### src/rtl/vga_fb_fetch_arbiter.sv
// Shares a single-port framebuffer between the display line prefetch (high priority)
// and the draw-engine pixel writer, which gets gaps and a fairness slot during a fetch.
`timescale 1ns/1ps
module vga_fb_fetch_arbiter #(
  parameter int H_VISIBLE = 800,
  parameter int V_VISIBLE = 480,
  parameter int ADDR_W    = 19,
  parameter int DATA_W    = 16,
  parameter int RD_LAT    = 2,
  parameter int WR_SLOT   = 4
) (
  input  logic              clk,
  input  logic              reset,
  input  logic              line_req,
  input  logic [10:0]       line_num,
  input  logic              wr_req,
  input  logic [ADDR_W-1:0] wr_addr,
  input  logic [DATA_W-1:0] wr_data,
  output logic              wr_ack,
  output logic [ADDR_W-1:0] mem_addr,
  output logic              mem_rd,
  output logic              mem_wr,
  output logic [DATA_W-1:0] mem_wdata,
  input  logic [DATA_W-1:0] mem_rdata,
  output logic              lb_we,
  output logic [10:0]       lb_addr,
  output logic [DATA_W-1:0] lb_data,
  output logic              fetch_busy,
  output logic              line_done,
  output logic              underrun
);

  typedef enum logic [1:0] {IDLE, FETCH, DRAIN} state_t;

  localparam int             CW       = $clog2(WR_SLOT + 1);
  localparam logic [CW-1:0]  SLOT_MAX = CW'(WR_SLOT - 1);
  localparam logic [10:0]    LAST_X   = 11'(H_VISIBLE - 1);
  localparam logic [10:0]    V_LIM    = 11'(V_VISIBLE);
  localparam logic [31:0]    H32      = 32'(H_VISIBLE);

  state_t              state, state_next;
  logic                start_q;
  logic [ADDR_W-1:0]   base;
  logic [10:0]         rd_x;
  logic [10:0]         issue_x;
  logic [CW-1:0]       cnt;
  logic [RD_LAT-1:0]   pv;
  logic [10:0]         px [RD_LAT];
  logic                pending, accept, last_ret, do_rd, do_wr;
  logic [31:0]         prod;

  assign prod       = {21'd0, line_num} * H32;
  assign pending    = wr_req && !wr_ack;
  assign accept     = line_req && (line_num < V_LIM) && (state == IDLE) && !start_q;
  assign last_ret   = pv[RD_LAT-1] && (px[RD_LAT-1] == LAST_X);
  assign fetch_busy = (state != IDLE);
  assign lb_we      = pv[RD_LAT-1];
  assign lb_addr    = px[RD_LAT-1];
  assign lb_data    = lb_we ? mem_rdata : '0;

  always_comb begin
    state_next = state;
    do_rd      = 1'b0;
    do_wr      = 1'b0;
    unique case (state)
      IDLE: begin
        do_wr = pending;
        if (start_q) state_next = FETCH;
      end
      FETCH: begin
        // Reads run back to back; a waiting write steals the slot after WR_SLOT-1 reads.
        if (pending && (cnt == SLOT_MAX)) begin
          do_wr = 1'b1;
        end else begin
          do_rd = 1'b1;
          if (rd_x == LAST_X) state_next = DRAIN;
        end
      end
      DRAIN: begin
        do_wr = pending;
        if (last_ret) state_next = IDLE;
      end
      default: state_next = IDLE;
    endcase
  end

  always_ff @(posedge clk or posedge reset) begin
    if (reset) begin
      state     <= IDLE;
      start_q   <= 1'b0;
      base      <= '0;
      rd_x      <= '0;
      issue_x   <= '0;
      cnt       <= '0;
      mem_addr  <= '0;
      mem_rd    <= 1'b0;
      mem_wr    <= 1'b0;
      wr_ack    <= 1'b0;
      mem_wdata <= '0;
      line_done <= 1'b0;
      underrun  <= 1'b0;
      pv        <= '0;
      for (int unsigned i = 0; i < RD_LAT; i++) px[i] <= '0;
    end else begin
      state     <= state_next;
      start_q   <= accept;
      mem_rd    <= do_rd;
      mem_wr    <= do_wr;
      wr_ack    <= do_wr;
      line_done <= last_ret;
      if (line_req && fetch_busy) underrun <= 1'b1;
      if (accept) base <= prod[ADDR_W-1:0];

      if (state == IDLE) begin
        rd_x <= '0;
        cnt  <= '0;
      end
      if (do_rd) begin
        mem_addr <= base + ADDR_W'(rd_x);
        issue_x  <= rd_x;
        rd_x     <= rd_x + 11'd1;
        if (cnt != SLOT_MAX) cnt <= cnt + CW'(1);
      end
      if (do_wr) begin
        mem_addr  <= wr_addr;
        mem_wdata <= wr_data;
        if (state == FETCH) cnt <= '0;
      end

      // Stage 0 captures the registered strobe, so the last stage lines up with mem_rdata.
      pv[0] <= mem_rd;
      px[0] <= issue_x;
      for (int unsigned i = 1; i < RD_LAT; i++) begin
        pv[i] <= pv[i-1];
        px[i] <= px[i-1];
      end
    end
  end

endmodule

### config.mk
export PLATFORM = sky130hd
export DESIGN_NAME = vga_fb_fetch_arbiter
export DESIGN_NICKNAME = d
export VERILOG_FILES = /design/src/rtl/vga_fb_fetch_arbiter.sv
export SDC_FILE = /design/constraint.sdc
export NUM_CORES = 1
export LEC_CHECK = 0
export ABC_AREA = 1
export CORE_MARGIN = 5
export CORE_UTILIZATION = 35
export DETAILED_ROUTE_END_ITERATION = 12
export MAX_ROUTING_LAYER = met4
export PLACE_DENSITY = 0.57
export SYNTH_ARGS = -nofsm -noshare
export SYNTH_HDL_FRONTEND = slang
export SYNTH_SLANG_ARGS = --single-unit
### constraint.sdc
create_clock -name clk -period 4.9 [get_ports clk]
set_input_delay 0.735 -clock clk [delete_from_list [all_inputs] [get_ports clk]]
set_output_delay 0.735 -clock clk [all_outputs]
set_load 0.05 [all_outputs]
==> results of run 1 <==
## worst paths after layout
| kind | startpoint | to | cells past startpoint |
|---|---|---|---|
| hold / removal | px[19]$_DFF_PP0_ | lb_addr[8]$_DFF_PP0_ | 0 |
| hold reg to reg | px[19]$_DFF_PP0_ | lb_addr[8]$_DFF_PP0_ | 0 |
| setup reg to reg | cnt[0]$_DFF_PP0_ | mem_addr[10]$_DFFE_PP0P_ | 9 |
| max in group asynchronous | reset | lb_addr[2]$_DFF_PP0_ | 3 |
| setup / recovery | line_num[3] | base[12]$_DFFE_PP0P_ | 10 |
| min in group asynchronous | reset | mem_addr[14]$_DFFE_PP0P_ | 2 |
## registers in the layout, indices dropped and copies added (netlist names), 2 cells and up
| name | flops |
|---|---|
| pv | 2 |
| mem_addr | 19 |
| issue_x | 11 |
| rd_x | 11 |
| base | 14 |
| cnt | 3 |
| lb_addr | 11 |
| state | 2 |
| px | 11 |
| mem_wdata | 16 |
## kinds of logic (layout without fill, tap and decap cells)
logic type                 after synthesis  count (layout)  synth area share, %
xor gates and xnor gates                 5               5                0.763
DFF                                    105             105                 45.8
and+or+nand+nor                        338             338                 24.7
adders and majority gates               48              48                 11.4
buffers and inverters                  125             249                 10.1
AOI/OAI and AO/OA                       74              74                 7.34
## Yosys cell counts, types with 3 or more instances
cell type    n
buf_6        7
nand4_1      7
inv_2        7
dfrtp_1    105
nor3_1       5
nor2_2       4
buf_4       13
or2_2        5
nand3_1     39
ha_1        41
o211ai_1     4
xor2_1       3
o21ai_1      4
nand2_1    224
buf_2        6
a22oi_1      4
o21ai_0     25
nor2_1      44
fa_1         7
inv_1       89
a21oi_1     25
## worst register-to-register path, cell delays in order, from the launching register on
cell and delay [ns]:
dfrtp_1 0.40, ha_1 0.20, inv_1 0.08, nor2_2 0.06
nand3_2 0.09, nand2_2 0.06, inv_2 0.53, nand3_1 0.22
o211ai_1 0.15, nand2_1 0.07
## layer usage
layer | vias to the layer above | wire (um) | global-route usage, %
met5 | - | 0 | -
met4 | 0 | 259 | 5.62
met3 | 19 | 644 | 3.10
met2 | 121 | 6250 | 23.4
met1 | 2165 | 6690 | 19.8
li1 | 2433 | - | -
## cells in the final DEF, fill, tap and decap left out, drive strengths merged
master and count:
o211ai 4, a31oi 2, nor3 5, a21oi 26, buf 2, clkinvlp 2, clkbuf 10, nand3b 2
xnor2 2, o21bai 2, o21ai 29, dfrtp 105, nor2 49, or2 5, a21o 1, a32o 1
nand2 226, xor2 3, ha 41, o31ai 1, clkinv 2, o22ai 2, clkdlybuf4s50 134, a41oi 1
fa 7, nand3 41, a22oi 4, a221oi 1, inv 99, nand4 7, nor4 2, and3 1
## where the power goes
part,internal [mW],switching (mW)
Combinational,0.696,1.44
Clock,0.351,0.338
Sequential,1.13,0.207
## metrics by stage
step / std cells / utilization [%] / cell area (um^2)
2_1_floorplan: 695 / - / 5740
3_3_place_gp: 1019 / 44.7 / 7160
3_5_place_dp: 1019 / 44.7 / 7160
4_1_cts: 1035 / 46.5 / 7430
5_1_grt: 1035 / 46.5 / 7430
6_report: 1035 / 46.5 / 7430
## cell type report
| cell class | count | area share, % |
|---|---|---|
| inverter | 97 | 4.93 |
| sequential | 105 | 35.3 |
| multi-input combinational | 465 | 34.1 |
| clock buffer | 10 | 3.08 |
| timing repair buffer | 136 | 18.2 |
| clock inverter | 6 | 0.656 |
| tap | 216 | 3.64 |
==> impl_metrics.json, run 1 <==
{
  "viasPerCell": 4.58,
  "status": "finished, final reports clean",
  "wl_per_cell_um": 13.4,
  "globalRouteOverflowTotal": 0,
  "diodes": 0,
  "numClockSinks": 105,
  "pre_cts_slack_ns": 1.26,
  "power.total_mw": 4.16,
  "drv_cap": 0,
  "cpPeakStageDelay_ns": 0.53,
  "tns_ns": 0,
  "io_pins": 135,
  "skew_ns": 0.00855,
  "multi_input_area_um2": 2540,
  "drt_wl_total_um": 13800,
  "ys_seq_area_share_pct": 45.8,
  "vias": 4738,
  "grt_pass1_wl_um": 23400,
  "yosys_warnings": 0,
  "start_kind": "primary input",
  "synth_area_um2": 5740,
  "fp.dieW_um": 138,
  "irDropWorstVdd_v": 0.000269,
  "insertion_delay_ns": 0.36,
  "port_buffers": 134,
  "cts_hold_buf": 0,
  "clk_pin_slew_ns": 0.07,
  "slew_violations": 0,
  "antenna_found_initial": 0,
  "reg2reg_slack_ns": 2.92,
  "hold_viol_final": 0,
  "die-area_um2": 19100,
  "crit_arrival_ns": 3.52,
  "hold_slack_ns": 0.350,
  "syn_to_final_growth_pct": 29.5,
  "cp_cell_sequence": "clkdlybuf4s50_1 -> ha_1 -> ha_1 -> fa_1 -> ha_1 -> a21oi_1 -> nand2_1 -> or2_2 -> nand3_1 -> o21ai_0",
  "drive_above_1_share_pct": 4.88,
  "crit_path_end_kind": "flop",
  "period_share_pct": 67.0,
  "fillers": 1579,
  "netlist_top_cells_area": "dfrtp_1, nand2_1, ha_1",
  "ant_nets": 0,
  "setup_viol": 0,
  "critPathRequiredTime_ns": 5.14,
  "post-cts-setup-buffers": 0,
  "avgSynthCellArea_um2": 8.26,
  "drt_first_pass_iters": 4,
  "worst_slack_ns": 1.62,
  "cp_slowest_cell": "clkdlybuf4s50_1",
  "start_util_pct": 35.9,
  "hp-class": "reg2reg",
  "crit_type": "in2reg",
  "power_leakage_nw": 3.79,
  "grt_usage_pct": 15.2,
  "cpMostUsedCell": "ha_1",
  "die_h_um": 138,
  "placementRows": 46,
  "rsz0062_at_grt": "no",
  "cp_max_fo": 7,
  "cp_num_buf_inv": 1,
  "gp_congestion": 0.916,
  "synth_top_area_share_pct": 45.8,
  "ys_ff_latch": 105,
  "h-tree-depth": 3,
  "async_flop_share_pct": 100,
  "tightest_slew_ns": 0.976,
  "seq_area_um2": 2630,
  "nets": 928,
  "synth_cell_types": 40,
  "syn_nets": 809,
  "p_per_area_nw_per_um2": 560,
  "slew_headroom_pct": 35.0,
  "drc": 0,
  "cts_tree": "built",
  "synthFlopType": "dfrtp_1",
  "netlist_instances": 695,
  "finalCriticalPeriod_ns": 3.28,
  "grt_pass1_vias": 4724,
  "synth-edff-count": 0,
  "cts-root-buf": "clkbuf_16",
  "path_delay_family": "adder cells",
  "hpwl_um": 10800,
  "post_cts_resized": 0,
  "yosys.area.top_type": "dfrtp_1",
  "drt_first_iter_violations": 238,
  "core_area_um2": 16000,
  "cts_buffers": 9,
  "clockBufferDepth": 2,
  "grt_max_degree": 78,
  "fmax_mhz": 305
}
No activity file was read; power rests on OpenSTA's default activity.
==> run 2: changes to the inputs <==
Settings changed: PLACE_DENSITY 0.57 to 0.59.
Clock period 4.9 ns to 2.7 ns, I/O delays scaled along.
==> run 2 against run 1 <==
Against the previous run:
- combinational power increased by 94%
- clock power grew 99%
- total power is 90% higher
- register-to-register slack got worse by 2.2 ns
- final cell count grew 2.9%
- sequential share of layout area decreased by 2.0 points
- worst hold slack worse by 0.0010 ns
- first-iteration DRC count decreased by 13%
- cell area increased by 6.0%
- core utilization increased by 2.8 points
- critical endpoint is now base[13]$_DFFE_PP0P_
==> impl_metrics.json, run 2 (synthesis gave the netlist of run 1 again) <==
{
  "status": "finished, final reports clean",
  "slew_violations": 0,
  "crit_type": "in2reg",
  "antenna_found_initial": 0,
  "cts_buffers": 9,
  "crit_path_end_kind": "flop",
  "vias": 4819,
  "diodes": 0,
  "switching_share_pct": 46.4,
  "worstHoldStart": "px[14]$_DFF_PP0_",
  "insertion_delay_ns": 0.35,
  "core_area_um2": 16000,
  "skew_ns": 0.00345,
  "final_area_um2": 7880,
  "grt_max_degree": 40,
  "ant_nets": 0,
  "h-tree-depth": 3,
  "slew_headroom_pct": 54.1,
  "r2r_start": "rd_x[5]$_DFFE_PP0P_",
  "fillers": 1596,
  "largest_reg_flops": 19,
  "critPathRequiredTime_ns": 2.93,
  "fp.dieW_um": 138,
  "p_seq_share_pct": 30.5,
  "clockBufferDepth": 2,
  "clk_pin_slew_ns": 0.07,
  "die-area_um2": 19100,
  "tightest_slew_ns": 0.688,
  "viasPerCell": 4.52,
  "drt_wl_total_um": 14100,
  "grt_pass1_wl_um": 23500,
  "cts_tree": "built",
  "port_buffers": 134,
  "p_comb_share_pct": 52.2,
  "syn_to_final_growth_pct": 37.3,
  "stdcell_count": 1065,
  "hpwl_um": 10900,
  "drv_cap": 0,
  "wl_per_cell_um": 13.2,
  "nets": 958,
  "pre_cts_slack_ns": -0.528,
  "cp_max_fo": 5,
  "p_per_area_nw_per_um2": 1000,
  "numClockSinks": 105,
  "p_clk_share_pct": 17.3,
  "top_register": "mem_addr",
  "drt_first_pass_iters": 4,
  "placementRows": 46,
  "grt_usage_pct": 15.3,
  "grt_pass1_vias": 4754,
  "layout_commonest_cell": "nand2_1",
  "placedInstanceArea_um2": 7400,
  "hold_viol_final": 0,
  "globalRouteOverflowTotal": 0,
  "drt_first_iter_violations": 207,
  "finalCriticalPeriod_ns": 2.57,
  "start_kind": "primary input",
  "p_int_mw": 4.24,
  "cts-root-buf": "clkbuf_16",
  "place_inst": 1048,
  "cts_hold_buf": 0,
  "drc": 0,
  "p_sw_mw": 3.68,
  "start_util_pct": 35.9,
  "fmax_mhz": 390,
  "power_leakage_nw": 4.00,
  "startpoint": "line_num[2]",
  "reg_top3": "mem_addr: 19 flops, mem_wdata: 16 flops, base: 14 flops",
  "irDropWorstVdd_v": 0.000544,
  "period_share_pct": 95.0,
  "setup_viol": 0,
  "io_pins": 135,
  "die_h_um": 138,
  "crit_arrival_ns": 2.79,
  "gp_congestion": 0.836,
  "worst_slack_ns": 0.134,
  "drive_above_1_share_pct": 11.0,
  "final_cell_mix": "nand2_1, clkdlybuf4s50_1, dfrtp_1, inv_1, nor2_1",
  "hp-class": "reg2reg"
}
-- run 2: cell types whose count changed in the layout (fill, tap and decap cells not counted), moves of 7 or more --
cell / delta
buf_4: +28
clkdlybuf4s50_1: -7
ha_1: -8
ha_4: +8
-- run 2: routing by layer --
metal	GRT usage, %	up-vias	routed length, um
met4	4.21	0	161
met1	20.5	2204	6860
met2	23.6	117	6410
met3	3.14	9	631
li1	-	2489	-
met5	-	-	0
-- run 2: layout make-up --
| class | instances | area [um^2] | area share, % |
|---|---|---|---|
| clock buffer | 10 | 229 | 2.91 |
| clock inverter | 6 | 81.3 | 1.03 |
| inverter | 97 | 368 | 4.67 |
| multi-input combinational | 465 | 2700 | 34.2 |
| sequential | 105 | 2630 | 33.3 |
| tap | 216 | 270 | 3.43 |
| timing repair buffer | 166 | 1610 | 20.4 |
-- run 2: power by group through the flow --
stage | registers [mW] | logic, mW | clock network (mW)
after floorplan | 3.30 | 1.85 | 0
after global placement | 2.43 | 4.03 | 0
after detailed placement | 2.44 | 4.05 | 0
after CTS | 2.42 | 4.13 | 1.43
after global routing | 2.49 | 4.52 | 1.49
final | 2.41 | 4.13 | 1.37
-- run 2: worst max-delay path, cell delays in order --
cell and delay [ns]:
dlygate4sd2_1 0.25, buf_4 0.14, ha_1 0.32, ha_4 0.17, fa_1 0.48, ha_4 0.28
buf_4 0.15, nand3_1 0.10, nand2_2 0.07, or2_2 0.27, nand3_1 0.08, o21ai_0 0.07
-- run 2: path summary, 6_finish.rpt --
| kind | to | slack (ns) | cells past startpoint |
|---|---|---|---|
| max | base[13]$_DFFE_PP0P_ | 0.13 | 12 |
| min | lb_addr[3]$_DFF_PP0_ | 0.35 | 0 |
| min reg2reg | lb_addr[3]$_DFF_PP0_ | 0.35 | 0 |
| max in group asynchronous | base[14]$_DFFE_PP0P_ | 1.65 | 3 |
| min in group asynchronous | mem_addr[11]$_DFFE_PP0P_ | 0.43 | 2 |
| max reg2reg | mem_addr[13]$_DFFE_PP0P_ | 0.74 | 10 |
-- run 2: through the flow --
| step | TNS (ns) | power, mW | util [%] | hold slack, ns |
|---|---|---|---|---|
| after floorplan | 0 | 5.15 | - | 0.331 |
| final | 0 | 7.92 | 49.3 | 0.349 |
| after global routing | -0.0128 | 8.50 | 49.3 | 0.366 |
| after CTS | 0 | 7.97 | 48.7 | 0.352 |
| after global placement | -3.34 | 6.46 | 46.3 | 0.332 |
| after detailed placement | -3.65 | 6.49 | 46.3 | 0.335 |
-- run 2: what timing repair did --
item                                    in CTS  in global routing
endpoints found under the hold margin        0                  0
resized for setup                           14                 22
pin swaps                                    6                 10
endpoints found under the setup margin       7                  7
setup buffers                                0                  1
